`config.mk`:
```
export PLATFORM = sky130hd
export DESIGN_NAME = xmit_cu
export DESIGN_NICKNAME = d
export VERILOG_FILES = /design/src/rtl/xmit_cu_pkg.sv /design/src/rtl/xmit_fifo.sv /design/src/rtl/xmit_cu.sv
export SDC_FILE = /design/constraint.sdc
export NUM_CORES = 1
export LEC_CHECK = 0
export ABC_CLOCK_PERIOD_IN_PS = 3400
export CAP_MARGIN = 20
export CORE_ASPECT_RATIO = 1.2
export CORE_UTILIZATION = 30
export CTS_CLUSTER_DIAMETER = 120
export DETAILED_ROUTE_END_ITERATION = 12
export PLACE_DENSITY_LB_ADDON = 0.1
export SETUP_SLACK_MARGIN = 0.02
export SYNTH_ARGS = -nofsm -noshare
export SYNTH_HDL_FRONTEND = slang
export SYNTH_SLANG_ARGS = --single-unit
```
`constraint.sdc`:
```
create_clock -name clk -period 3.4 [get_ports clk]
set_clock_uncertainty 0.05 [all_clocks]
set_input_delay 0.34 -clock clk [delete_from_list [all_inputs] [get_ports clk]]
set_output_delay 0.34 -clock clk [all_outputs]
set_load 0.02 [all_outputs]
```
`src/rtl/xmit_cu_pkg.sv`:
```
// xmit_cu_pkg: state encoding and byte width shared by the UART/FIR transmit and receive control units.
package xmit_cu_pkg;
    localparam int BYTE_W = 8;
    typedef enum logic [2:0] {
        IDLE     = 3'd0,
        START_HI = 3'd1,
        WAIT_HI  = 3'd2,
        START_LO = 3'd3,
        WAIT_LO  = 3'd4
    } tx_state_t;
endpackage

```
`src/rtl/xmit_fifo.sv`:
```
// xmit_fifo: sample buffer with push/pop/full/empty/count; a push into a full FIFO is accepted only alongside a pop.
module xmit_fifo #(
    parameter int DATA_W = 16,
    parameter int DEPTH  = 4
) (
    input  logic                     clk,
    input  logic                     rst,
    input  logic                     i_push,
    input  logic                     i_pop,
    input  logic [DATA_W-1:0]        i_data,
    output logic [DATA_W-1:0]        o_data,
    output logic                     o_full,
    output logic                     o_empty,
    output logic [$clog2(DEPTH):0]   o_count
);
    localparam int AW = $clog2(DEPTH);
    logic [DATA_W-1:0] r_mem [DEPTH];
    logic [AW-1:0]     r_wr;
    logic [AW-1:0]     r_rd;
    logic [AW:0]       r_count;
    logic              w_pop;
    logic              w_push;
    assign w_pop   = i_pop && !o_empty;
    assign w_push  = i_push && (!o_full || w_pop);
    assign o_full  = r_count == (AW + 1)'(DEPTH);
    assign o_empty = r_count == '0;
    assign o_count = r_count;
    assign o_data  = r_mem[r_rd];
    always_ff @(posedge clk) begin
        if (w_push) r_mem[r_wr] <= i_data;
    end
    always_ff @(posedge clk) begin
        if (!rst) begin
            r_wr    <= '0;
            r_rd    <= '0;
            r_count <= '0;
        end else begin
            if (w_push) r_wr <= r_wr + 1'b1;
            if (w_pop) r_rd <= r_rd + 1'b1;
            r_count <= r_count + (AW + 1)'(w_push) - (AW + 1)'(w_pop);
        end
    end
endmodule

```
`src/rtl/xmit_cu.sv`:
```
// xmit_cu: buffers FIR samples and sends each one to the UART transmitter as two bytes, MSB first,
// using the TxD_start / TxD_busy handshake.
module xmit_cu
    import xmit_cu_pkg::*;
#(
    parameter int DATA_W     = 16,
    parameter int FIFO_DEPTH = 4
) (
    input  logic              clk,
    input  logic              rst,
    input  logic              FIR_done,
    input  logic [DATA_W-1:0] FIR_out,
    input  logic              TxD_busy,
    output logic              TxD_start,
    output logic [7:0]        TxD_data,
    output logic              sample_drop,
    output logic              fifo_empty,
    output logic              tx_idle
);
    if (DATA_W != 2 * BYTE_W) begin : g_bad_width
        $error("xmit_cu: DATA_W must be 16");
    end
    if (FIFO_DEPTH < 2 || (FIFO_DEPTH & (FIFO_DEPTH - 1)) != 0) begin : g_bad_depth
        $error("xmit_cu: FIFO_DEPTH must be a power of 2 and >= 2");
    end
    tx_state_t                   r_state;
    tx_state_t                   w_next;
    logic [DATA_W-1:0]           r_hold;
    logic [BYTE_W-1:0]           r_data;
    logic                        r_guard;
    logic                        r_drop;
    logic [DATA_W-1:0]           w_head;
    logic [DATA_W-1:0]           w_src;
    logic                        w_pop;
    logic                        w_full;
    logic [$clog2(FIFO_DEPTH):0] w_count;
    xmit_fifo #(.DATA_W(DATA_W), .DEPTH(FIFO_DEPTH)) u_fifo (
        .clk     (clk),
        .rst     (rst),
        .i_push  (FIR_done),
        .i_pop   (w_pop),
        .i_data  (FIR_out),
        .o_data  (w_head),
        .o_full  (w_full),
        .o_empty (fifo_empty),
        .o_count (w_count)
    );
    assign w_pop       = (r_state == IDLE) && !fifo_empty;
    assign TxD_start   = (r_state == START_HI) || (r_state == START_LO);
    assign TxD_data    = r_data;
    assign sample_drop = r_drop;
    assign tx_idle     = (r_state == IDLE) && (w_count == '0);
    // Hold rotates by a byte when the LSB is sent, so the byte to send next is always the top one.
    assign w_src = (r_state == IDLE) ? w_head : {r_hold[BYTE_W-1:0], r_hold[DATA_W-1 -: BYTE_W]};
    always_comb begin
        w_next = r_state;
        case (r_state)
            IDLE:     w_next = fifo_empty ? IDLE : START_HI;
            START_HI: w_next = WAIT_HI;
            WAIT_HI:  w_next = (r_guard && !TxD_busy) ? START_LO : WAIT_HI;
            START_LO: w_next = WAIT_LO;
            WAIT_LO:  w_next = (r_guard && !TxD_busy) ? IDLE : WAIT_LO;
            default:  w_next = IDLE;
        endcase
    end
    always_ff @(posedge clk) begin
        if (!rst) begin
            r_state <= IDLE;
            r_hold  <= '0;
            r_data  <= '0;
            r_guard <= 1'b0;
            r_drop  <= 1'b0;
        end else begin
            r_state <= w_next;
            r_guard <= (r_state == WAIT_HI) || (r_state == WAIT_LO);
            r_drop  <= FIR_done && w_full && !w_pop;
            if (w_next == START_HI || w_next == START_LO) begin
                r_hold <= w_src;
                r_data <= w_src[DATA_W-1 -: BYTE_W];
            end
        end
    end
endmodule
```
==> impl_metrics.tcl, run 1 <==
set metrics [dict create \
    cap_violations 0 \
    cts_setup_buffers 0 \
    hold_path_class "reg2reg" \
    synth_area_leaders "edfxtp_1, dfxtp_1, mux4_2, nand2_1, a31oi_1" \
    holdBufCountCts 0 \
    layout-drive-gt1-share_pct 16.0 \
    tns_ns 0 \
    die_x_um 104 \
    worstMarginPinSlew_ns 0.935 \
    crit_top_cell "ha_1" \
    nets 304 \
    post-dp-hpwl_um 4430 \
    hold_viol 0 \
    grt_pass1_wl_um 11400 \
    grt.overflow.total 0 \
    avgSynthCellArea_um2 15.0 \
    synth_top_area_share_pct 50.9 \
    die_h_um 125 \
    place_congestion 0.688 \
    ys_warn_count 0 \
    cp_max_fo 21 \
    syn_nets 279 \
    wl_per_cell_um 16.0 \
    clock_path_buffers 2 \
    yosysTopAreaCell "edfxtp_1" \
    core-area_um2 12200 \
    relSlewSlack_pct 37.5 \
    via_per_inst 4.57 \
    synth-seq-area-share_pct 66.8 \
    grt_usage_pct 11.6 \
    first_global_vias 2029 \
    slowest_delay_ns 0.54 \
    synth.distinct_cells 32 \
    drt_first_iter_violations 60 \
    clk_pin_slew_worst_paths_ns 0.07 \
    firstDrtPassIters 4 \
    io_pins 32 \
    finalPower_mw 3.71 \
    cts_tree "yes" \
    synthArstFlopShare_pct 0 \
    diodes 0 \
    slowest_stage "or3_4" \
    ys_ff_latch 94 \
    cts-buffers-inserted 9 \
    clkSinkCount 94 \
    initial_core_util_pct 31.0 \
    ant_nets 0 \
    p_leak_nw 1.50 \
    critPathKind "reg2reg" \
    synth_top_flop_cell "edfxtp_1" \
    cts_root_buf "clkbuf_16" \
    syn_inst 252 \
    irDropWorstVdd_uv 279 \
    ys_top_cells_by_count "edfxtp_1, nand2_1, dfxtp_1" \
    crit_path_cell_trace "or3_4, nor2_2, ha_1, inv_1, ha_1, fa_1, xor2_1, xnor2_1, and2_1" \
    fp.dieArea_um2 13000 \
    wirelength_um 7070 \
    io_buffers 31 \
    worstPathArrival_ns 2.60 \
    rows 44 \
    synth_edf_count 64 \
    yosysMostFrequentCell "edfxtp_1" \
    rsz0062_at_grt "false" \
    drc_errors 0 \
    antenna_found_initial 0 \
    syn_to_final_growth_pct 19.1 \
    worstSetupStartpointType "flop" \
    cp.required_ns 3.57 \
    finalCritPeriodShare_pct 71.5 \
    fin_crit_ns 2.43 \
    vias 2026 \
    setup_viol_count_final 0 \
    syn_area_um2 3770 \
    grt_max_degree 34 \
    p_per_area_nw_per_um2 825 \
    worstSkewPairLatency_ns 0.33 \
    status "completed" \
    htreeDepth 3 \
    max_freq_mhz 411 \
    drv_slew 0 \
    cts-resized-gates 0 \
    worst_setup_path_end_kind "flop" \
]
[worst max-delay path: cells and delay by family, from the launching register on]
kind	cells	cell delay, ns
XOR/XNOR	2	0.28
adder cells (fa/ha/maj)	3	0.69
buffers and inverters	1	0.04
flip-flops	1	0.37
AND/OR/NAND/NOR	3	0.88
[cells by family after synthesis]
group / Yosys count / synth area share [%]
multiplexers: 17 / 9.81
adder cells (fa/ha/maj): 7 / 2.52
AO/OA/AOI/OAI: 35 / 6.13
buffers and inverters: 31 / 4.64
flip-flops: 94 / 66.8
XOR/XNOR: 7 / 1.62
AND/OR/NAND/NOR: 61 / 8.42
[cell usage in the layout, fill, tap and decap left out, types with 4 or more instances in the layout]
cell type / instances
dfxtp_1: 30
nand2_1: 34
xnor2_1: 4
clkbuf_16: 10
o21ai_0: 11
clkdlybuf4s50_1: 31
and2_1: 13
ha_1: 6
a31oi_1: 16
buf_4: 6
mux4_2: 16
edfxtp_1: 64
inv_1: 7
o21ai_1: 5
[area by class of cell]
class                      count  area (um^2)
clock buffer                  12          268
clock inverter                 4         28.8
fill                        1152         7670
inverter                       7         26.3
multi-input combinational    127         1080
sequential                    94         2520
tap                          161          201
timing repair buffer          38          370
[flip-flops by register name, summed over array words and instances, names as in the netlist, named ones only]
signal	flops
u_fifo.o_count	3
sample_drop	1
u_fifo.r_wr	2
u_fifo.r_rd	2
r_hold	16
r_guard	1
r_state	3
u_fifo.r_mem	64
[metal layers]
layer  vias up  global-route usage, %  routed length, um
met5         -                      0                  0
met4         0                   4.54                 46
met3         2                   2.77                209
met2        30                   17.8               3400
met1      1026                   15.8               3410
li1        968                      -                  -
[metrics by stage]
step	cells	area [um^2]	worst slack, ns	hold WS [ns]	util (%)
2_1_floorplan	252	3770	0.976	0.389	-
3_3_place_gp	426	4180	0.971	0.413	34.4
3_5_place_dp	426	4180	0.958	0.416	34.4
4_1_cts	442	4480	0.953	0.424	36.8
5_1_grt	443	4490	0.841	0.438	36.9
6_report	443	4490	0.968	0.423	36.9
[power breakdown]
group          leakage (nW)  switching, mW  internal (mW)
Combinational         0.520          0.643          0.535
Clock                 0.148          0.410          0.562
Sequential            0.835          0.137           1.42
Total                  1.50           1.19           2.52
[worst paths after layout]
| kind | from | end | slack, ns | depth (start not counted) |
|---|---|---|---|---|
| worst max register to register | r_state[0] | u_fifo.o_count[2] | 0.97 | 9 |
| worst min-delay path | r_hold[4] | r_hold[12] | 0.42 | 2 |
| worst max-delay path | r_state[0] | u_fifo.o_count[2] | 0.97 | 9 |
| worst min register to register | r_hold[4] | r_hold[12] | 0.42 | 2 |
Note: power is estimated with default switching activity, not from simulation.
==> run 2, diff against run 1 <==
--- a/config.mk
+++ b/config.mk
@@ -5,7 +5,7 @@
 export SDC_FILE = /design/constraint.sdc
 export NUM_CORES = 1
 export LEC_CHECK = 0
-export ABC_CLOCK_PERIOD_IN_PS = 3400
+export ABC_CLOCK_PERIOD_IN_PS = 2500
 export CAP_MARGIN = 20
 export CORE_ASPECT_RATIO = 1.2
 export CORE_UTILIZATION = 30
==> constraint.sdc (replaced) <==
create_clock -name clk -period 2.5 [get_ports clk]
set_clock_uncertainty 0.05 [all_clocks]
set_input_delay 0.25 -clock clk [delete_from_list [all_inputs] [get_ports clk]]
set_output_delay 0.25 -clock clk [all_outputs]
set_load 0.02 [all_outputs]
==> run 2 against run 1 <==
Against the previous run:
- register-to-register slack worse by 0.72 ns
- combinational power up 42%
- die area unchanged
- critical path type unchanged
- sequential power up 33%
- core utilization up 0.40 points
- sequential share of layout area down 0.60 points
- flip-flop and latch count unchanged
- hold slack worse by 0.0081 ns
==> impl_metrics.tcl, run 2 (synthesis results as in run 1) <==
set metrics [dict create \
    wl_per_cell_um 16.0 \
    grt_usage_pct 12.0 \
    clock_path_buffers 2 \
    worstSetupStartpointType "flop" \
    cts_setup_buffers 0 \
    diodes 0 \
    firstDrtPassIters 4 \
    die_h_um 125 \
    io_buffers 31 \
    die_x_um 104 \
    multi_input_area_um2 1080 \
    htreeDepth 3 \
    rsz0062_at_grt "false" \
    first_global_vias 2040 \
    cp_max_fo 7 \
    grt.overflow.total 0 \
    cap_violations 0 \
    drv_slew 0 \
    cts-buffers-inserted 9 \
    grt_max_degree 34 \
    finalPower_mw 5.12 \
    crit_path_cell_trace "or3_4, nor2_2, ha_1, inv_1, ha_1, fa_1, xor2_1, xnor2_1, and2_1" \
    clk_pin_slew_worst_paths_ns 0.06 \
    critPathBufInv 1 \
    status "completed" \
    crit_top_cell "ha_1" \
    wirelength_um 7200 \
    worstSkewPairLatency_ns 0.33 \
    critPathKind "reg2reg" \
    relSlewSlack_pct 75.3 \
    cts_root_buf "clkbuf_16" \
    hold_path_class "reg2reg" \
    postLayoutCoreUtil_pct 37.3 \
    core-area_um2 12200 \
    seqCellArea_um2 2520 \
    fp.dieArea_um2 13000 \
    holdBufCountCts 0 \
    setup_viol_count_final 0 \
    worstMarginPinSlew_ns 0.366 \
    drc_errors 0 \
    layout-drive-gt1-share_pct 17.6 \
    hold_viol 0 \
    vias 2078 \
    p_leak_nw 1.54 \
    worst_setup_path_end_kind "flop" \
    nets 311 \
    grt_pass1_wl_um 11500 \
    cts_tree "yes" \
    io_pins 32 \
    rows 44 \
    reg_top3 "u_fifo.r_mem (64), r_hold (16)" \
    slowest_delay_ns 0.39 \
    largest_reg_flops 64 \
    dpl.cell_count 434 \
    via_per_inst 4.62 \
    critical_path.top_delay_family "simple AND/OR/NAND/NOR gates" \
    max_freq_mhz 445 \
    irDropWorstVdd_uv 556 \
    post-dp-hpwl_um 4450 \
    antenna_found_initial 0 \
    initial_core_util_pct 31.0 \
    p_per_area_nw_per_um2 1130 \
    drt_first_iter_violations 157 \
    syn_to_final_growth_pct 20.4 \
    max_flop_register "u_fifo.r_mem" \
    fin_cells 450 \
    finalCritPeriodShare_pct 89.9 \
    place_congestion 0.702 \
    clkSinkCount 94 \
    cp.required_ns 2.68 \
    ant_nets 0 \
    tns_ns 0 \
    cts-resized-gates 0 \
    nFillCells 1167 \
    fin_crit_ns 2.25 \
    final_common_cell "edfxtp_1" \
    slowest_stage "or3_4" \
    placed_area_um2 4240 \
    worstPathArrival_ns 2.43 \
    most-common-layout-cells "edfxtp_1, nand2_1, clkdlybuf4s50_1" \
    stdcell_area_um2 4540 \
]
-- run 2: report_power, final --
part	leakage [nW]	internal (mW)	total, mW	switching, mW
clock network	0.150	0.819	1.36	0.541
registers	0.835	1.93	2.07	0.143
logic	0.553	0.759	1.68	0.922
total	1.54	3.51	5.12	1.61
-- run 2: through the flow --
step           worst slack, ns  hold slack [ns]
2_1_floorplan           0.0759            0.299
3_3_place_gp             0.268            0.404
3_5_place_dp             0.243            0.408
4_1_cts                  0.236            0.411
5_1_grt                  0.150            0.442
6_report                 0.252            0.415
-- run 2: area by class of cell --
type	instances	area share (%)
Sequential cell	94	55.5
Multi-Input combinational cell	127	23.7
Timing Repair Buffer	45	9.15
Clock buffer	11	5.56
Tap cell	161	4.44
Clock inverter	5	1.05
Inverter	7	0.579
-- run 2: worst paths after layout --
kind | start | end | slack [ns] | depth (start not counted)
worst max-delay path | r_state[2] | u_fifo.o_count[2] | 0.25 | 9
worst min-delay path | r_hold[1] | r_hold[9] | 0.41 | 2
worst max register to register | r_state[2] | u_fifo.o_count[2] | 0.25 | 9
worst min register to register | r_hold[1] | r_hold[9] | 0.41 | 2
-- run 2: worst min-delay path, delay by kind of cell, from the launching register on --
| kind | cells | cell delay [ns] |
|---|---|---|
| DFF | 1 | 0.31 |
| AOI/OAI and AO/OA | 1 | 0.07 |
| and+or+nand+nor | 1 | 0.05 |
-- run 2: per-layer routing --
layer  global-route usage, %  share of wire [%]
met1                    15.1                 44
met2                    19.4                 50
met3                    2.15                4.1
met4                    6.81                2.4
met5                       0                  0
